$ cat src/rtl/sort_pkg.sv
// Shared types for the sorting pipeline front end.
package sort_pkg;

    typedef enum logic [1:0] {
        IDLE = 2'd0,
        RUN  = 2'd1,
        DONE = 2'd2
    } src_state_t;

endpackage

$ cat src/rtl/fifo2.sv
// Two-entry register FIFO; head is always presented on o_data.
module fifo2 #(
    parameter int unsigned WIDTH = 16
) (
    input  logic             clk,
    input  logic             rst,
    input  logic             i_push,
    input  logic             i_pop,
    input  logic [WIDTH-1:0] i_data,
    output logic [WIDTH-1:0] o_data,
    output logic             o_empty,
    output logic             o_full,
    output logic [1:0]       o_occ
);

    logic [WIDTH-1:0] r_mem [2];
    logic             r_wr_ptr;
    logic             r_rd_ptr;
    logic [1:0]       r_occ;

    always_ff @(posedge clk or posedge rst) begin
        if (rst) begin
            r_mem[0] <= '0;
            r_mem[1] <= '0;
            r_wr_ptr <= 1'b0;
            r_rd_ptr <= 1'b0;
            r_occ    <= 2'd0;
        end else begin
            if (i_push) begin
                r_mem[r_wr_ptr] <= i_data;
                r_wr_ptr        <= ~r_wr_ptr;
            end
            if (i_pop) begin
                r_rd_ptr <= ~r_rd_ptr;
            end
            r_occ <= r_occ + {1'b0, i_push} - {1'b0, i_pop};
        end
    end

    assign o_data  = r_mem[r_rd_ptr];
    assign o_empty = (r_occ == 2'd0);
    assign o_full  = (r_occ == 2'd2);
    assign o_occ   = r_occ;

endmodule

$ cat src/rtl/random_array_source.sv
// Requests ARRAY_LEN words from the LCG, keeps their top bits and streams them
// to the sorter with a last marker, then pulses done.
module random_array_source
    import sort_pkg::*;
#(
    parameter int unsigned DATA_WIDTH  = 32,
    parameter int unsigned VALUE_WIDTH = 16,
    parameter int unsigned ARRAY_LEN   = 16,
    parameter int unsigned CNT_WIDTH   = $clog2(ARRAY_LEN + 1)
) (
    input  logic                   clk,
    input  logic                   rst,
    input  logic                   start,
    output logic                   rnd_en,
    input  logic [DATA_WIDTH-1:0]  rnd_in,
    output logic                   out_valid,
    input  logic                   out_ready,
    output logic [VALUE_WIDTH-1:0] out_data,
    output logic                   out_last,
    output logic                   busy,
    output logic                   done
);

    localparam logic [CNT_WIDTH-1:0] LenC  = CNT_WIDTH'(ARRAY_LEN);
    localparam logic [CNT_WIDTH-1:0] LastC = CNT_WIDTH'(ARRAY_LEN - 1);

    src_state_t           r_state;
    src_state_t           w_state_next;
    logic [CNT_WIDTH-1:0] r_req_cnt;
    logic [CNT_WIDTH-1:0] r_emit_cnt;
    logic                 r_inflight;

    logic                 w_pop;
    logic                 w_empty;
    logic                 w_full;
    logic [1:0]           w_occ;
    logic                 w_room;
    logic                 w_unused_low;

    // Low LCG bits are statistically weak and deliberately dropped.
    assign w_unused_low = ^{rnd_in[DATA_WIDTH-VALUE_WIDTH-1:0], w_full};

    fifo2 #(
        .WIDTH(VALUE_WIDTH)
    ) u_fifo (
        .clk    (clk),
        .rst    (rst),
        .i_push (r_inflight),
        .i_pop  (w_pop),
        .i_data (rnd_in[DATA_WIDTH-1 -: VALUE_WIDTH]),
        .o_data (out_data),
        .o_empty(w_empty),
        .o_full (w_full),
        .o_occ  (w_occ)
    );

    assign out_valid = !w_empty;
    assign w_pop     = out_valid & out_ready;
    assign out_last  = out_valid & (r_emit_cnt == LastC);

    // Words already queued or in flight, minus this cycle's pop, must leave a free slot.
    assign w_room = ({1'b0, w_occ} + {2'b00, r_inflight}) < (3'd2 + {2'b00, w_pop});
    assign rnd_en = (r_state == RUN) & (r_req_cnt < LenC) & w_room;

    always_comb begin
        w_state_next = r_state;
        busy         = 1'b0;
        done         = 1'b0;
        unique case (r_state)
            IDLE: begin
                if (start) w_state_next = RUN;
            end
            RUN: begin
                busy = 1'b1;
                if (w_pop && out_last) w_state_next = DONE;
            end
            DONE: begin
                busy         = 1'b1;
                done         = 1'b1;
                w_state_next = IDLE;
            end
            default: w_state_next = IDLE;
        endcase
    end

    always_ff @(posedge clk or posedge rst) begin
        if (rst) begin
            r_state    <= IDLE;
            r_req_cnt  <= '0;
            r_emit_cnt <= '0;
            r_inflight <= 1'b0;
        end else begin
            r_state    <= w_state_next;
            r_inflight <= rnd_en;
            if (r_state == IDLE && start) begin
                r_req_cnt  <= '0;
                r_emit_cnt <= '0;
            end else if (r_state == RUN) begin
                if (rnd_en) r_req_cnt <= r_req_cnt + 1'b1;
                if (w_pop)  r_emit_cnt <= r_emit_cnt + 1'b1;
            end
        end
    end

endmodule

$ cat config.mk
export PLATFORM = sky130hd
export DESIGN_NAME = random_array_source
export DESIGN_NICKNAME = d
export VERILOG_FILES = /design/src/rtl/sort_pkg.sv /design/src/rtl/fifo2.sv /design/src/rtl/random_array_source.sv
export SDC_FILE = /design/constraint.sdc
export NUM_CORES = 1
export LEC_CHECK = 0
export BUFFER_PORTS_ARGS = -buffer_cell sky130_fd_sc_hd__buf_2
export CAP_MARGIN = 20
export CORE_ASPECT_RATIO = 0.75
export CORE_MARGIN = 3
export CORE_UTILIZATION = 30
export DETAILED_ROUTE_END_ITERATION = 8
export HOLD_SLACK_MARGIN = 0.12
export SLEW_MARGIN = 20
export SYNTH_ARGS = -nofsm -noshare
export SYNTH_HDL_FRONTEND = slang
export SYNTH_SLANG_ARGS = --single-unit
$ cat constraint.sdc
create_clock -name clk -period 2.4 [get_ports clk]
set_clock_uncertainty 0.2 [all_clocks]
set_input_delay 0.36 -clock clk [delete_from_list [all_inputs] [get_ports clk]]
set_output_delay 0.36 -clock clk [all_outputs]
set_load 0.03 [all_outputs]
* Word-level counts from Yosys, hierarchy flattened
Cells that the tools add are included. W data, S select, Z words.
Storage, ports and cells: register bits after elaboration 49, latch bits 0, memory bits (writable) 0, ROM bits 0, input bits 36, output and inout bits 21, word-level logic and storage cells 63, memories 0
Operators by class: $add $sub $neg 6, multipliers 0, div/mod/pow operators 0, $lt $le $gt $ge 5, eq/ne operators 5, shift-type cells 0, muxes and demuxes 17, bitwise operators 8, reduce and logical (&&, ||, !) cells 13
Operators by type and width (count):
- $mux W16 | 4
- $bwmux W32 | 1
- $mux W5 | 6
- $demux W16 S1 | 1
- $add A5 B1 Y5 const B | 2
- $reduce_and A2 Y1 | 3
- $reduce_bool A2 Y1 | 3
- $eq A5 B4 Y1 const B | 1
- $lt A5 B5 Y1 const B | 1
- $and A1 B1 Y1 | 4
- $ge A2 B2 Y1 const B | 2
- $logic_not A2 Y1 | 2
- $mux W2 | 2
- $ne A2 B2 Y1 const B | 2
- $not A1 Y2 | 2
- $pmux W2 S2 | 1
- $add A2 B1 Y3 | 1
- $add A2 B1 Y3 const A | 1
- $logic_and A1 B1 Y1 | 3
- $lt A3 B3 Y1 | 1
- $add A2 B1 Y2 | 1
- $eq A2 B1 Y1 const B | 1
- $eq A2 B2 Y1 const B | 1
- $lt A2 B1 Y1 const B | 1
- other kinds (5) | 7

* Logic depth before layout (Yosys ltp)
depth after elaboration 9, mapped depth 7, depth with buffers taken out 7

* By module
Synthesis repeated with hierarchy kept, for this count alone.
Unflattened totals: cell total of the unflattened synthesis 179, area total of the unflattened synthesis 2422.3 um2
By module, submodules not included:
- fifo2 | instances 1, cells each 102, area an instance 1621.6 um2, sequential area each 900.9 um2
- random_array_source | instances 1, cells each 77, area an instance 800.8 um2, sequential area each 325.3 um2

* Worst setup path after synthesis
Ideal clock, no wire load.
kind reg2out, from register r_inflight, to output port rnd_en, arrival time 1650 ps, required time 1840 ps, setup slack 190 ps, stages on the path, launching flop included 5, path buffers 0, cells stage by stage dfrtp_1 -> ha_1 -> ha_1 -> or3b_1 -> nor2_1
On the way: cells in the longest elaborated chain, start to end 3
RTL lines:
- start: declaration | RTL line random_array_source.sv:31 | logic r_inflight;
- start signal: assignment | RTL line random_array_source.sv:94 | r_inflight <= rnd_en;
- $add A2 B1 Y3 | RTL line random_array_source.sv:62 | assign w_room = ({1'b0, w_occ} + {2'b00, r_inflight}) < (3'd2 + {2'b00, w_pop});
- $lt A3 B3 Y1 | RTL line random_array_source.sv:62
- $and A1 B1 Y1 | RTL line random_array_source.sv:63 | assign rnd_en = (r_state == RUN) & (r_req_cnt < LenC) & w_room;
- end: declaration | RTL line random_array_source.sv:14 | output logic rnd_en,
No other way between the ends.

* Worst setup path in the final report
from register u_fifo.r_occ[0], in the netlist u_fifo.o_occ[0], to output port rnd_en
On the way: cells in the longest elaborated chain, start to end 6, elaborated cells between the ends (all ways) 7, those cells by class add/sub: 2; order compare: 1; bitwise: 2; reduce/logical: 2
RTL lines:
- start: declaration | RTL line fifo2.sv:19 | logic [1:0] r_occ;
- start signal: assignment | RTL line fifo2.sv:36 | r_occ <= r_occ + {1'b0, i_push} - {1'b0, i_pop};
- $logic_not A2 Y1 | RTL line fifo2.sv:41 | assign o_empty = (r_occ == 2'd0);
- $logic_not A1 Y1 | RTL line random_array_source.sv:57 | assign out_valid = !w_empty;
- $and A1 B1 Y1 | RTL line random_array_source.sv:58 | assign w_pop = out_valid & out_ready;
- $add A2 B1 Y3 | RTL line random_array_source.sv:62
- $lt A3 B3 Y1 (*) | RTL line random_array_source.sv:62
- $and A1 B1 Y1 (*) | RTL line random_array_source.sv:63
Mark *: on every way between the ends. The rest lies on a longest branch, timed or not.

==> flow_summary.json <==
{
  "worst_path_max_delay_cell": "sky130_fd_sc_hd__or3b_4",
  "leak_pwr_nw": 1.365,
  "cp-start-kind": "flip-flop",
  "synth_top_cells_by_count": "50 x sky130_fd_sc_hd__mux2_2, 49 x sky130_fd_sc_hd__dfrtp_1, 12 x sky130_fd_sc_hd__ha_1",
  "critPathRequiredTime_ns": 1.84,
  "yosys_warnings": 0,
  "place_inst": 315,
  "setup_viol": 0,
  "worst_ep_arrival_time_ns": 1.74,
  "mappedNetlistNets": 221,
  "synth-seq-area-share_pct": 53.06,
  "dieHeight_microns": 82.01,
  "crit_path_cell_trace": "ha_2 -> ha_2 -> or3b_4 -> nor2_4 -> buf_6",
  "clk_latency_ns": 0.30,
  "synth_area_leader_cell": "sky130_fd_sc_hd__dfrtp_1",
  "sequential_cell_area_sq_um": 1226,
  "fin_area_sq_um": 2990,
  "largest_net_degree_at_the_start_of_global_routing": 25,
  "wl_per_cell_microns": 13.07,
  "status": "finished, final reports clean",
  "synth-edff-count": 0,
  "total_count_of_max_transition_violations_in_the_final_report": 0,
  "multi_input_area_sq_um": 1044,
  "synth-main-ff-cell": "sky130_fd_sc_hd__dfrtp_1",
  "final_min_period_over_clock_period_pct": 95.80,
  "clockRootBuffer": "sky130_fd_sc_hd__clkbuf_8",
  "drt_iter0_markers": 38,
  "cts_num_sinks": 49,
  "route.antenna.remaining_nets": 0,
  "critPathTopFamily": "simple AND/OR/NAND/NOR gates",
  "port-buffer-count": 40,
  "drt_drc_violations_left": 0,
  "vdd_drop_max_v": 0.0005807,
  "cts_tree": "yes",
  "syn_inst": 173,
  "final-instance-count-excl-fill": 342,
  "detailedPlacementHpwl_microns": 3072,
  "maxClockFrequency_mhz": 434.9,
  "cts_max_path_buffers": 2,
  "synth_area_leaders": "sky130_fd_sc_hd__dfrtp_1 53%, sky130_fd_sc_hd__mux2_2 24%, sky130_fd_sc_hd__ha_1 6.5%, sky130_fd_sc_hd__xnor2_1 1.5%, sky130_fd_sc_hd__inv_1 1.3%",
  "classification_of_the_worst_setup_path": "flip-flop to output pin",
  "avgViaCountPerCell": 4.450,
  "rsz0062_at_grt": "false",
  "gp_congestion": 0.7031,
  "synth_seq_cells": 49,
  "dieWidth_microns": 107.3,
  "grt-ovfl-total": 0,
  "tightest_slew_ns": 0.5346,
  "crit_top_cell": "sky130_fd_sc_hd__ha_2",
  "starting_density_of_the_core_pct": 31.24,
  "global_route_wire_length_before_repair_microns": 7521,
  "dpl-instance-area_sq_um": 2661,
  "critical_path_peak_fanout": 4,
  "dr_total_vias": 1522,
  "routed_wl_microns": 4471,
  "fin_setup_tns_ns": 0,
  "design.die.area_sq_um": 8803,
  "slew_headroom_pct": 64.31,
  "power.density_cell_area_nw_per_um2": 1379,
  "postSynth.asyncResetShare_pct": 100.0,
  "cts_max_level": 2,
  "critical_path.max_stage_delay_ns": 0.42,
  "clk_pin_slew_worst_paths_ns": 0.09,
  "hold_viol": 0,
  "yosys.cell_count.top_type": "sky130_fd_sc_hd__mux2_2",
  "element_type_at_the_critical_path_end": "output pin",
  "synth_top_area_share_pct": 53.06,
  "post_synth.cell_area_avg_sq_um": 13.36,
  "fraction_of_layout_instances_using_a_drive_strength_above_1_pct": 49.38,
  "core-area_sq_um": 7398,
  "antenna_found_initial": 0,
  "num_io_pins": 57,
  "worstHoldPathType": "primary input to flip-flop",
  "antenna_cells_inserted": 0,
  "netlist_area_sq_um": 2311,
  "maxCapViolations": 0,
  "grt_pass1_vias": 1517,
  "placement_rows": 27,
  "layout_min_cycle_time_ns": 2.299,
  "fillerInstances": 714,
  "aggregate_global_route_resource_usage_pct": 11.24,
  "timing.reg2reg.setup_slack_ns": 0.46,
  "worst-path-buf-inv": 1,
  "numCtsBuffers": 5,
  "post_synth_num_cell_types": 29,
  "nNetsFinal": 288,
  "drt_pass1_iterations": 4,
  "syn2layout_area_growth_pct": 29.40
}
power by group:
part           total [mW]  internal, mW  switching (mW)
Combinational        2.09         0.954            1.13
Clock               0.618         0.339           0.279
Sequential           1.42          1.20           0.218
Total                4.13          2.49            1.63
stage by stage:
step | total power [mW] | utilization [%] | setup WS (ns) | hold WS, ns
2_1_floorplan | 2.966 | - | 0.1899 | 0.2633
3_3_place_gp | 3.413 | 35.97 | 0.1708 | 0.2373
3_5_place_dp | 3.450 | 35.97 | 0.1796 | 0.2343
4_1_cts | 4.173 | 40.25 | 0.03585 | 0.1845
5_1_grt | 4.453 | 40.42 | 0.009774 | 0.1903
6_report | 4.125 | 40.42 | 0.1008 | 0.1883
what timing repair did:
item | in CTS | in global routing
gates resized for setup | 6 | 3
pin swaps | 1 | 2
setup endpoints to repair | 1 | 1
hold endpoints to repair | 53 | 0
setup buffers | 1 | 1
hold buffers | 17 | 0
sequential cells by signal (all words and copies together) (netlist names):
signal           flops
r_state              2
u_fifo.o_occ         2
r_inflight           1
r_req_cnt            5
u_fifo.r_mem        32
r_emit_cnt           5
u_fifo.r_rd_ptr      1
u_fifo.r_wr_ptr      1
layout by cell type (no fill, tap or decap), drive strengths merged, types with 2 or more instances in the layout:
cell | Yosys | layout
a21oi | 4 | 4
nor2b | 2 | 2
or3 | 2 | 2
xor2 | 3 | 3
nor2 | 8 | 8
ha | 12 | 12
o21ai | 5 | 5
xnor2 | 4 | 4
dlygate4sd3 | 0 | 17
nand2 | 3 | 3
clkbuf | 1 | 6
inv | 8 | 8
buf | 5 | 49
mux2 | 50 | 50
dfrtp | 49 | 49
and2 | 2 | 2
and3 | 2 | 2
nand4 | 2 | 2
per-layer routing:
layer	share of wire [%]	GRT usage [%]	wire (microns)	up-vias
li1	-	-	-	742
met3	3.9	2.671	174	4
met2	41	15.61	1830	32
met5	0	0	0	-
met4	1.6	4.918	70	0
met1	54	16.53	2396	744
logic make-up after synthesis:
| logic type | share of synthesized area, % |
|---|---|
| flops | 53.06 |
| buf+inv | 2.544 |
| fa+ha+maj | 6.497 |
| mux | 24.80 |
| simple gates | 5.901 |
| compound gates | 4.548 |
| xor+xnor | 2.653 |
worst register-to-register path, delay by kind of cell (launching register included):
| kind | cells | cell delay, ns |
|---|---|---|
| adders and majority gates | 2 | 0.46 |
| DFF | 1 | 0.40 |
| xor gates and xnor gates | 2 | 0.30 |
| buffers and inverters | 3 | 0.29 |
| AOI/OAI and AO/OA | 1 | 0.23 |
final cells by class:
cell class,count,share of cell area [%]
sequential,49,41.00
multi-input combinational,110,34.90
timing repair buffer,66,14.85
tap,101,4.226
clock buffer,6,2.762
clock inverter,2,1.255
inverter,8,1.004
path summary, 6_finish.rpt:
kind | startpoint | to | depth (start not counted)
hold / removal | out_ready | u_fifo.r_rd_ptr$_DFFE_PP0P_ | 3
setup reg to reg | u_fifo.o_occ[0]$_DFF_PP0_ | u_fifo.o_occ[1]$_DFF_PP0_ | 8
min in group asynchronous | rst | r_emit_cnt[2]$_DFFE_PP0P_ | 3
setup / recovery | u_fifo.o_occ[0]$_DFF_PP0_ | rnd_en | 5
hold reg to reg | u_fifo.r_wr_ptr$_DFFE_PP0P_ | u_fifo.r_wr_ptr$_DFFE_PP0P_ | 1
max in group asynchronous | rst | r_inflight$_DFF_PP0_ | 4
No activity file was read; power rests on OpenSTA's default activity.
